`config.mk`:
```
export PLATFORM = sky130hd
export DESIGN_NAME = operand_tx_flat
export DESIGN_NICKNAME = d
export VERILOG_FILES = /design/src/rtl/serv_pkg.sv /design/src/rtl/operand_tx_if.sv /design/src/rtl/operand_shreg.sv /design/src/rtl/operand_tx.sv /design/src/flat_wrapper.sv
export SDC_FILE = /design/constraint.sdc
export NUM_CORES = 1
export LEC_CHECK = 0
export ABC_AREA = 1
export BUFFER_PORTS_ARGS = -buffer_cell sky130_fd_sc_hd__buf_2
export CAP_MARGIN = 20
export CORE_MARGIN = 2
export CORE_UTILIZATION = 57
export DETAILED_ROUTE_END_ITERATION = 6
export PLACE_DENSITY = 0.89
export SYNTH_ARGS = -nofsm -noshare
export SYNTH_HDL_FRONTEND = slang
export SYNTH_HIERARCHICAL = 1
export SYNTH_SLANG_ARGS = --single-unit
```
`constraint.sdc`:
```
create_clock -name clk -period 3.4 [get_ports clk]
set_input_delay 0.17 -clock clk [delete_from_list [all_inputs] [get_ports clk]]
set_output_delay 0.17 -clock clk [all_outputs]
set_load 0.02 [all_outputs]
```
`src/rtl/serv_pkg.sv`:
```
// Shared SERV definitions: datapath width, serializer FSM states and 6-bit ALU instruction codes.
package serv_pkg;

    localparam int unsigned XLEN   = 32;
    localparam int unsigned INST_W = 6;

    typedef enum logic {
        IDLE  = 1'b0,
        SHIFT = 1'b1
    } state_e;

    typedef logic [INST_W-1:0] inst_t;

    localparam inst_t INST_NOP = 6'b000000;
    localparam inst_t INST_ADD = 6'b100101;
    localparam inst_t INST_SUB = 6'b001010;
    localparam inst_t INST_XOR = 6'b000100;
    localparam inst_t INST_AND = 6'b000010;
    localparam inst_t INST_OR  = 6'b000001;
    localparam inst_t INST_LT  = 6'b010000;
    localparam inst_t INST_EQ  = 6'b001000;

endpackage

```
`src/rtl/operand_tx_if.sv`:
```
// Operand serializer bus: parallel operand handshake in, serial bit pair and status out.
interface operand_tx_if
    import serv_pkg::*;
#(
    parameter int unsigned WIDTH = XLEN
);
    localparam int unsigned IDX_W = $clog2(WIDTH);

    logic [WIDTH-1:0] i_op1;
    logic [WIDTH-1:0] i_op2;
    inst_t            i_inst;
    logic             i_valid;
    logic             o_ready;
    logic             o_A;
    logic             o_B;
    inst_t            o_inst;
    logic             i_advance;
    logic             o_busy;
    logic             o_done;
    logic [IDX_W-1:0] o_bit_idx;

    modport master (
        output i_op1, i_op2, i_inst, i_valid, i_advance,
        input  o_ready, o_A, o_B, o_inst, o_busy, o_done, o_bit_idx
    );

    modport slave (
        input  i_op1, i_op2, i_inst, i_valid, i_advance,
        output o_ready, o_A, o_B, o_inst, o_busy, o_done, o_bit_idx
    );

endinterface

```
`src/rtl/operand_shreg.sv`:
```
// Operand pair register: parallel load, or zero-filling right shift; bit 0 of each is the serial output.
module operand_shreg
    import serv_pkg::*;
#(
    parameter int unsigned WIDTH = XLEN
) (
    input  logic             clk,
    input  logic             reset,
    input  logic             i_load,
    input  logic             i_shift,
    input  logic [WIDTH-1:0] i_op1,
    input  logic [WIDTH-1:0] i_op2,
    output logic             o_a,
    output logic             o_b
);

    logic [WIDTH-1:0] op1_q, op1_d;
    logic [WIDTH-1:0] op2_q, op2_d;

    // Load wins over shift so a queued pair can replace the last beat in the same edge.
    always_comb begin
        op1_d = op1_q;
        op2_d = op2_q;
        if (i_load) begin
            op1_d = i_op1;
            op2_d = i_op2;
        end else if (i_shift) begin
            op1_d = {1'b0, op1_q[WIDTH-1:1]};
            op2_d = {1'b0, op2_q[WIDTH-1:1]};
        end
    end

    always_ff @(posedge clk or negedge reset) begin
        if (!reset) begin
            op1_q <= '0;
            op2_q <= '0;
        end else begin
            op1_q <= op1_d;
            op2_q <= op2_d;
        end
    end

    assign o_a = op1_q[0];
    assign o_b = op2_q[0];

endmodule

```
`src/rtl/operand_tx.sv`:
```
// Serializes an operand pair LSB first, one beat per i_advance.
// Define OPERAND_TX_SKID_EN for a one-entry holding buffer giving back-to-back transfers.
module operand_tx
    import serv_pkg::*;
#(
    parameter int unsigned WIDTH = XLEN
) (
    input  logic        clk,
    input  logic        reset,
    operand_tx_if.slave bus
);

    localparam int unsigned      IDX_W    = $clog2(WIDTH);
    localparam logic [IDX_W-1:0] LAST_IDX = IDX_W'(WIDTH - 1);

    state_e           state_q, state_d;
    logic [IDX_W-1:0] idx_q, idx_d;
    logic             done_q, done_d;
    logic             ready_q, ready_d;
    inst_t            inst_q, inst_d;

    logic             accept_c;
    logic             last_c;
    logic             load_c;
    logic             shift_c;
    logic [WIDTH-1:0] ld_op1_c;
    logic [WIDTH-1:0] ld_op2_c;

`ifdef OPERAND_TX_SKID_EN
    logic             skid_full_q, skid_full_d;
    logic [WIDTH-1:0] skid_op1_q, skid_op1_d;
    logic [WIDTH-1:0] skid_op2_q, skid_op2_d;
    inst_t            skid_inst_q, skid_inst_d;
`endif

    assign accept_c = bus.i_valid && ready_q;
    assign last_c   = (state_q == SHIFT) && bus.i_advance && (idx_q == LAST_IDX);

    // Next-state, beat counter, shift-register control and holding buffer.
    always_comb begin
        state_d  = state_q;
        idx_d    = idx_q;
        done_d   = 1'b0;
        inst_d   = inst_q;
        load_c   = 1'b0;
        shift_c  = 1'b0;
        ld_op1_c = bus.i_op1;
        ld_op2_c = bus.i_op2;
`ifdef OPERAND_TX_SKID_EN
        skid_full_d = skid_full_q;
        skid_op1_d  = skid_op1_q;
        skid_op2_d  = skid_op2_q;
        skid_inst_d = skid_inst_q;
`endif
        case (state_q)
            IDLE: begin
                if (accept_c) begin
                    load_c  = 1'b1;
                    state_d = SHIFT;
                    idx_d   = '0;
                    inst_d  = bus.i_inst;
                end
            end
            SHIFT: begin
                if (bus.i_advance) begin
                    shift_c = 1'b1;
                    idx_d   = last_c ? '0 : idx_q + IDX_W'(1);
                end
                if (last_c) begin
                    done_d  = 1'b1;
                    state_d = IDLE;
                end
`ifdef OPERAND_TX_SKID_EN
                // On the last beat a waiting pair (stored first, else arriving now) starts with no bubble.
                if (last_c && skid_full_q) begin
                    load_c      = 1'b1;
                    state_d     = SHIFT;
                    ld_op1_c    = skid_op1_q;
                    ld_op2_c    = skid_op2_q;
                    inst_d      = skid_inst_q;
                    skid_full_d = 1'b0;
                end else if (last_c && accept_c) begin
                    load_c  = 1'b1;
                    state_d = SHIFT;
                    inst_d  = bus.i_inst;
                end else if (accept_c) begin
                    skid_full_d = 1'b1;
                    skid_op1_d  = bus.i_op1;
                    skid_op2_d  = bus.i_op2;
                    skid_inst_d = bus.i_inst;
                end
`endif
            end
            default: state_d = IDLE;
        endcase
`ifdef OPERAND_TX_SKID_EN
        ready_d = !skid_full_d;
`else
        ready_d = (state_d == IDLE);
`endif
    end

    always_ff @(posedge clk or negedge reset) begin
        if (!reset) begin
            state_q <= IDLE;
            idx_q   <= '0;
            done_q  <= 1'b0;
            ready_q <= 1'b0;
            inst_q  <= '0;
        end else begin
            state_q <= state_d;
            idx_q   <= idx_d;
            done_q  <= done_d;
            ready_q <= ready_d;
            inst_q  <= inst_d;
        end
    end

`ifdef OPERAND_TX_SKID_EN
    always_ff @(posedge clk or negedge reset) begin
        if (!reset) begin
            skid_full_q <= 1'b0;
            skid_op1_q  <= '0;
            skid_op2_q  <= '0;
            skid_inst_q <= '0;
        end else begin
            skid_full_q <= skid_full_d;
            skid_op1_q  <= skid_op1_d;
            skid_op2_q  <= skid_op2_d;
            skid_inst_q <= skid_inst_d;
        end
    end
`endif

    operand_shreg #(
        .WIDTH (WIDTH)
    ) u_shreg (
        .clk     (clk),
        .reset   (reset),
        .i_load  (load_c),
        .i_shift (shift_c),
        .i_op1   (ld_op1_c),
        .i_op2   (ld_op2_c),
        .o_a     (bus.o_A),
        .o_b     (bus.o_B)
    );

    assign bus.o_ready   = ready_q;
    assign bus.o_busy    = (state_q == SHIFT);
    assign bus.o_done    = done_q;
    assign bus.o_inst    = inst_q;
    assign bus.o_bit_idx = idx_q;

endmodule
```
`src/flat_wrapper.sv`:
```
// flat-port wrapper written by rule: the top's interface ports become plain ports
module operand_tx_flat import serv_pkg::*;
#(
    parameter int unsigned WIDTH = XLEN
)
  (clk, reset, bus_i_op1, bus_i_op2, bus_i_inst, bus_i_valid, bus_i_advance, bus_o_ready, bus_o_A, bus_o_B, bus_o_inst, bus_o_busy, bus_o_done, bus_o_bit_idx);
  operand_tx_if #(.WIDTH(WIDTH)) bus_i ();
  input  logic clk;
  input  logic reset;
  input wire logic [$bits(bus_i.i_op1)-1:0] bus_i_op1;
  input wire logic [$bits(bus_i.i_op2)-1:0] bus_i_op2;
  input wire logic [$bits(bus_i.i_inst)-1:0] bus_i_inst;
  input wire logic [$bits(bus_i.i_valid)-1:0] bus_i_valid;
  input wire logic [$bits(bus_i.i_advance)-1:0] bus_i_advance;
  output wire logic [$bits(bus_i.o_ready)-1:0] bus_o_ready;
  output wire logic [$bits(bus_i.o_A)-1:0] bus_o_A;
  output wire logic [$bits(bus_i.o_B)-1:0] bus_o_B;
  output wire logic [$bits(bus_i.o_inst)-1:0] bus_o_inst;
  output wire logic [$bits(bus_i.o_busy)-1:0] bus_o_busy;
  output wire logic [$bits(bus_i.o_done)-1:0] bus_o_done;
  output wire logic [$bits(bus_i.o_bit_idx)-1:0] bus_o_bit_idx;
  assign bus_i.i_op1 = bus_i_op1;
  assign bus_i.i_op2 = bus_i_op2;
  assign bus_i.i_inst = bus_i_inst;
  assign bus_i.i_valid = bus_i_valid;
  assign bus_i.i_advance = bus_i_advance;
  assign bus_o_ready = bus_i.o_ready;
  assign bus_o_A = bus_i.o_A;
  assign bus_o_B = bus_i.o_B;
  assign bus_o_inst = bus_i.o_inst;
  assign bus_o_busy = bus_i.o_busy;
  assign bus_o_done = bus_i.o_done;
  assign bus_o_bit_idx = bus_i.o_bit_idx;
  operand_tx #(.WIDTH(WIDTH)) u_core (.clk(clk), .reset(reset), .bus(bus_i));
endmodule
```
==> impl_metrics.csv, run 1 <==
group,metric,value,unit
run_status,status,"finished, violations left",
run_status,violations,"negative hold slack",
drt,vias_per_cell,5.43,
logic_synthesis,synth_nets,494,
global_routing,grt_overflow,0,
timing,layout_worst_path_cycle_share,0.682,
logic_synthesis,synth_flop_cell,"dfrtp_1",
timing,setup_slack,1.08,ns
clock_network,worstSkewPairLatency,0.35,ns
layout,final_core_util,0.695,
flow_run,cap_violations,0,
layout,area_growth,18.1,%
timing,grt_setup_unrepaired,"false",
floorplanning,dieArea,6750,sq um
drt,drc_errors,0,
logic_synthesis,synth.top_cell.area_share,0.560,
floorplanning,dieWidth,82.2,um
layout,final_area,4110,sq um
timing,hold_violations,71,
global_routing,grt_pass1_vias,2924,
power_and_ir_drop,power.total,2.90,mW
clock_network,cts-root-buf,"clkbuf_8",
global_routing,grt_max_degree,79,
clock_network,cts_buffers,9,
clock_network,clock_path_buffers,2,
logic_synthesis,synth-seq-cells,78,
layout,drive_gt1_frac,0.228,
timing,fin_setup_tns,0,ns
logic_synthesis,yosys.area.top_type,"dfrtp_1",
floorplanning,coreArea,5920,sq um
timing,skew,0.0108,ns
drt,wl,7780,um
place,dp_slack,1.15,ns
drt,drt_iter0_markers,284,
floorplanning,pin_count,90,
floorplanning,row_count,28,
logic_synthesis,synth.most_common_cell,"nand2_1",
worst_setup_path,path_class,"reg2reg",
logic_synthesis,synth_cell_type_count,18,
floorplanning,initial_core_util,0.588,
timing,max_slew_margin,0.357,
timing,maxSlewViolCount,0,
worst_setup_path,end_kind,"flip-flop",
layout,stdcell_count,574,
worst_setup_path,arrival,2.59,ns
logic_synthesis,synthTopCellsByCount,"nand2_1 (163), nand3_1 (128), dfrtp_1 (78), buf_4 (11), buf_2 (9)",
logic_synthesis,mappedNetlistArea,3480,sq um
timing,worstMarginPinSlew,0.963,ns
worst_setup_path,worstPathMaxFanout,36,
logic_synthesis,synth_area_leaders,"dfrtp_1 (56%), nand3_1 (18%), nand2_1 (18%)",
power_and_ir_drop,p_per_area,705,nW/um^2
clock_network,clk_pin_slew,0.08,ns
logic_synthesis,syn_avg_cell_area,8.33,sq um
place,place_congestion,0.772,
drt,route.antenna.remaining_nets,0,
clock_network,tritoncts,"done",
clock_network,clock-sinks,78,
place,dp_hpwl,5070,um
global_routing,antenna_found_initial,0,
global_routing,grt_pass1_wl,12600,um
clock_network,cts_setup_buffers,0,
place,io_buffers,89,
place,place_area,3890,sq um
drt,routedWlPerCell,13.5,um
worst_setup_path,worst_setup_path_start_kind,"flip-flop",
logic_synthesis,synth-edff-count,0,
drt,via_count,3118,
place,placed_cells,558,
logic_synthesis,async_reset_ff_frac,1.00,
power_and_ir_drop,vdd_ir_drop_max,446,uV
timing,fmax,432,MHz
worst_setup_path,rr_worst_depth,7,
power_and_ir_drop,power.leakage,2.22,nW
drt,first_pass_iters,6,
layout,nNetsFinal,570,
clock_network,post_cts_resized,0,
floorplanning,die_y,82.2,um
worst_setup_path,required,3.67,ns
layout,antenna_cells,0,
logic_synthesis,yosysWarnings,6,
worst_hold_path,holdCritPathClass,"in2async",
timing,fin_hold_ws,-0.0357,ns
logic_synthesis,ys_seq_area_frac,0.560,
global_routing,track_usage,0.244,
clock_network,h-tree-depth,3,
logic_synthesis,netlist_instances,418,
clock_network,holdBufCountCts,0,
timing,finalSetupViolCount,0,
timing,finalCriticalPeriod,2.32,ns
[critical path, stage by stage (launching register included)]
cell     delay (ns)
dfrtp_1        0.40
inv_1          0.06
nand3_2        0.19
inv_2          0.29
nor2_4         0.62
buf_4          0.44
nand2_1        0.12
nand3_1        0.09
[power breakdown]
part | internal (mW) | switching [mW]
logic | 0.272 | 0.456
registers | 1.23 | 0.197
clock network | 0.420 | 0.323
total | 1.92 | 0.975
[worst paths after layout]
| check | from | to | slack [ns] |
|---|---|---|---|
| setup / recovery | u_core/bus.o_busy | u_core/u_shreg/op1_q[18] | 1.08 |
| hold / removal | reset | u_core/u_shreg/op2_q[12] | -0.04 |
| setup reg to reg | u_core/bus.o_busy | u_core/u_shreg/op1_q[18] | 1.08 |
| hold reg to reg | u_core/u_shreg/op1_q[0] | u_core/u_shreg/op1_q[0] | 0.48 |
| max in group asynchronous | reset | u_core/u_shreg/op2_q[31] | 2.82 |
| min in group clk | bus_i_inst[3] | u_core/bus.o_inst[3] | 0.01 |
[sequential cells by signal, summed over array words and instances (netlist names)]
signal,count
u_core/bus.o_bit_idx,5
u_core/bus.o_ready,1
u_core/bus.o_done,1
u_core/bus.o_inst,6
u_core/u_shreg/op2_q,32
u_core/u_shreg/op1_q,32
u_core/bus.o_busy,1
[area by class of cell]
type                       instances  area (sq um)
tap                               75          93.8
fill                             483          1810
timing repair buffer              92           470
inverter                           9          33.8
clock buffer                      14           183
sequential                        78          1950
clock inverter                     2          37.5
multi-input combinational        304          1340
[kinds of logic after synthesis]
family / synth area share
AND/OR/NAND/NOR: 0.374
flip-flops: 0.560
buffers and inverters: 0.0539
AO/OA/AOI/OAI: 0.00431
adder cells (fa/ha/maj): 0.00718
[placed cells by master, fill, tap and decap left out]
cell type | Yosys | routed
o21ai_0 | 1 | 1
nor2_1 | 3 | 3
nand3_1 | 128 | 128
nand4_1 | 1 | 1
buf_4 | 11 | 4
a21oi_1 | 1 | 1
nand3_2 | 1 | 1
clkbuf_1 | 7 | 1
dfrtp_1 | 78 | 78
ha_1 | 2 | 2
inv_2 | 2 | 3
nand2_1 | 163 | 163
inv_1 | 7 | 6
o21ai_1 | 1 | 1
nor2_2 | 1 | 1
nor2_4 | 1 | 1
clkbuf_8 | 0 | 13
nand2_2 | 1 | 1
buf_2 | 9 | 88
bufinv_16 | 0 | 1
clkinvlp_4 | 0 | 1
[routing by layer]
metal / part of all wire / GRT usage / vias to the layer above
met2: 0.48 / 0.402 / 120
met4: 0.019 / 0.112 / 0
li1: - / - / 1517
met5: 0 / 0 / -
met1: 0.44 / 0.317 / 1466
met3: 0.061 / 0.0402 / 15
Note: power is estimated with default switching activity, not from simulation.
==> run 2: changes to the inputs <==
--- a/config.mk
+++ b/config.mk
@@ -9,9 +9,9 @@
 export BUFFER_PORTS_ARGS = -buffer_cell sky130_fd_sc_hd__buf_2
 export CAP_MARGIN = 20
 export CORE_MARGIN = 2
-export CORE_UTILIZATION = 57
+export CORE_UTILIZATION = 53
 export DETAILED_ROUTE_END_ITERATION = 6
-export PLACE_DENSITY = 0.89
+export PLACE_DENSITY = 0.84
 export SYNTH_ARGS = -nofsm -noshare
 export SYNTH_HDL_FRONTEND = slang
 export SYNTH_HIERARCHICAL = 1
==> constraint.sdc (replaced) <==
create_clock -name clk -period 2.2 [get_ports clk]
set_input_delay 0.11 -clock clk [delete_from_list [all_inputs] [get_ports clk]]
set_output_delay 0.11 -clock clk [all_outputs]
set_load 0.02 [all_outputs]
==> run 2 against run 1 <==
The run now ends clean. Flip-flop and latch count unchanged. Worst setup slack got worse by 0.80 ns. Hold slack improved by 0.039 ns. Combinational power up 66%. Die area increased by 7.2%. Register-to-register slack got worse by 0.80 ns.
==> impl_metrics.csv, run 2 (synthesis gave the netlist of run 1 again) <==
group,metric,value,unit
clock_network,tritoncts,"done",
global_routing,track_usage,0.262,
power_and_ir_drop,comb_power_share,0.260,
worst_setup_path,crit_chain,"nand2_2 > inv_2 > nor2_4 > buf_4 > nand2_1 > nand3_1",
drt,vias_per_cell,5.36,
drt,via_count,3449,
power_and_ir_drop,power.leakage,2.51,nW
worst_hold_path,whs_path_depth,3,
timing,hold_violations,0,
layout,antenna_cells,0,
clock_network,clock_path_buffers,2,
layout,nNetsFinal,638,
worst_setup_path,end_kind,"flip-flop",
drt,drt_iter0_markers,323,
place,place_area,3930,sq um
layout,final_cell_mix,"nand2_1 (163), nand3_1 (128), buf_2 (88)",
global_routing,antenna_found_initial,0,
drt,route.antenna.remaining_nets,0,
layout,final_core_util,0.755,
timing,fmax,521,MHz
timing,grt_setup_unrepaired,"false",
worst_setup_path,cp_slowest_stage_delay,0.57,ns
drt,routedWlPerCell,13.9,um
clock_network,clock-sinks,78,
worst_hold_path,holdCritPathClass,"in2reg",
clock_network,clk_pin_slew,0.08,ns
worst_setup_path,timing.rr.start,"u_core/bus.o_busy",
layout,area_growth,37.7,%
power_and_ir_drop,p_sw,1.52,mW
timing,worstMarginPinSlew,0.993,ns
clock_network,h-tree-depth,3,
flow_run,cap_violations,0,
run_status,status,"completed",
power_and_ir_drop,power.total,4.68,mW
worst_hold_path,worstHoldEndpoint,"u_core/u_shreg/op2_q[3]",
global_routing,grt_pass1_vias,3323,
clock_network,worstSkewPairLatency,0.35,ns
worst_setup_path,arrival,2.20,ns
clock_network,cts_setup_buffers,0,
place,io_buffers,89,
worst_hold_path,min_from,"bus_i_op2[3]",
timing,layout_worst_path_cycle_share,0.873,
floorplanning,coreArea,6350,sq um
drt,wl,8970,um
layout,stdcell_count,644,
global_routing,grt_overflow,0,
worst_setup_path,r2r_end,"u_core/u_shreg/op1_q[4]",
power_and_ir_drop,seqPwrFrac,0.472,
floorplanning,dieWidth,85.1,um
worst_setup_path,required,2.48,ns
worst_setup_path,r2r_slack,0.28,ns
global_routing,grt_max_degree,65,
worst_setup_path,rr_worst_depth,6,
worst_setup_path,cpMaxStageDelayCell,"nor2_4",
timing,maxSlewViolCount,0,
layout,final_area,4800,sq um
clock_network,cts_buffers,9,
worst_setup_path,worstPathMaxFanout,35,
power_and_ir_drop,power_frac_clock,0.269,
floorplanning,initial_core_util,0.549,
global_routing,grt_pass1_wl,15200,um
clock_network,cts-root-buf,"clkbuf_8",
timing,finalSetupViolCount,0,
power_and_ir_drop,switching_share,0.325,
drt,drc_errors,0,
power_and_ir_drop,vdd_ir_drop_max,646,uV
floorplanning,row_count,29,
layout,drive_gt1_frac,0.205,
timing,finalCriticalPeriod,1.92,ns
power_and_ir_drop,p_per_area,976,nW/um^2
worst_setup_path,worst_setup_path_start_kind,"flip-flop",
place,dp_hpwl,4980,um
timing,skew,0.00697,ns
power_and_ir_drop,p_int,3.16,mW
place,placed_cells,564,
layout,final_common_cell,"nand2_1",
drt,first_pass_iters,5,
timing,max_slew_margin,0.337,
floorplanning,die_y,85.1,um
floorplanning,pin_count,90,
place,place_congestion,0.803,
worst_setup_path,path_class,"reg2reg",
floorplanning,dieArea,7240,sq um
timing,fin_setup_tns,0,ns
==> run 2: worst max path at each step <==
stage	from	to	cells after the start	slack, ns
2_1_floorplan	u_core/bus.o_busy	u_core/u_shreg/op1_q[0]	7	0.79
3_3_place_gp	u_core/bus.o_busy	u_core/u_shreg/op2_q[19]	6	0.38
3_5_place_dp	u_core/bus.o_busy	u_core/u_shreg/op1_q[4]	6	0.29
4_1_cts	u_core/bus.o_busy	u_core/u_shreg/op1_q[4]	6	0.29
5_1_grt	u_core/bus.o_busy	u_core/u_shreg/op1_q[4]	6	0.1
6_report	u_core/bus.o_busy	u_core/u_shreg/op1_q[4]	6	0.28
==> run 2: final cells by class <==
type	instances	area, sq um
clock buffers	12	135
clock inverters	4	95.1
fillers	457	1550
inverters	9	33.8
multi-input cells	304	1340
flip-flops and latches	78	1950
well taps	77	96.3
repair buffers	160	1140
==> run 2: worst max-delay path: cells and delay by family, from the launching register on <==
family                 cells  cell delay (ns)
AND/OR/NAND/NOR            4             0.93
buffers and inverters      2             0.50
flip-flops                 1             0.42
==> run 2: power by group through the flow <==
stage	Sequential [mW]	Clock (mW)	Combinational (mW)
floorplan	2.30	0	0.665
global placement	2.20	0	1.07
detailed placement	2.21	0	1.13
CTS	2.20	1.28	1.22
global route	2.27	1.34	1.37
finish	2.21	1.26	1.21
==> run 2: timing repair <==
| action | 4_1_cts | 5_1_grt |
|---|---|---|
| gates resized for setup | 0 | 0 |
| hold buffers | 64 | 0 |
| hold endpoints to repair | 101 | 0 |
==> run 2: metal layers <==
metal / wire [um] / vias to the layer above / GRT usage
li1: - / 1651 / -
met1: 3790 / 1640 / 0.352
met2: 4430 / 137 / 0.433
met3: 575 / 21 / 0.0389
met4: 177 / 0 / 0.101
met5: 0 / - / 0
==> run 2: per-stage QoR <==
step | hold WS, ns | worst slack [ns]
floorplan | -0.186 | 0.787
global placement | 0.119 | 0.382
global route | 0.0110 | 0.0974
CTS | 0.00204 | 0.287
detailed placement | 0.121 | 0.294
finish | 0.00377 | 0.279
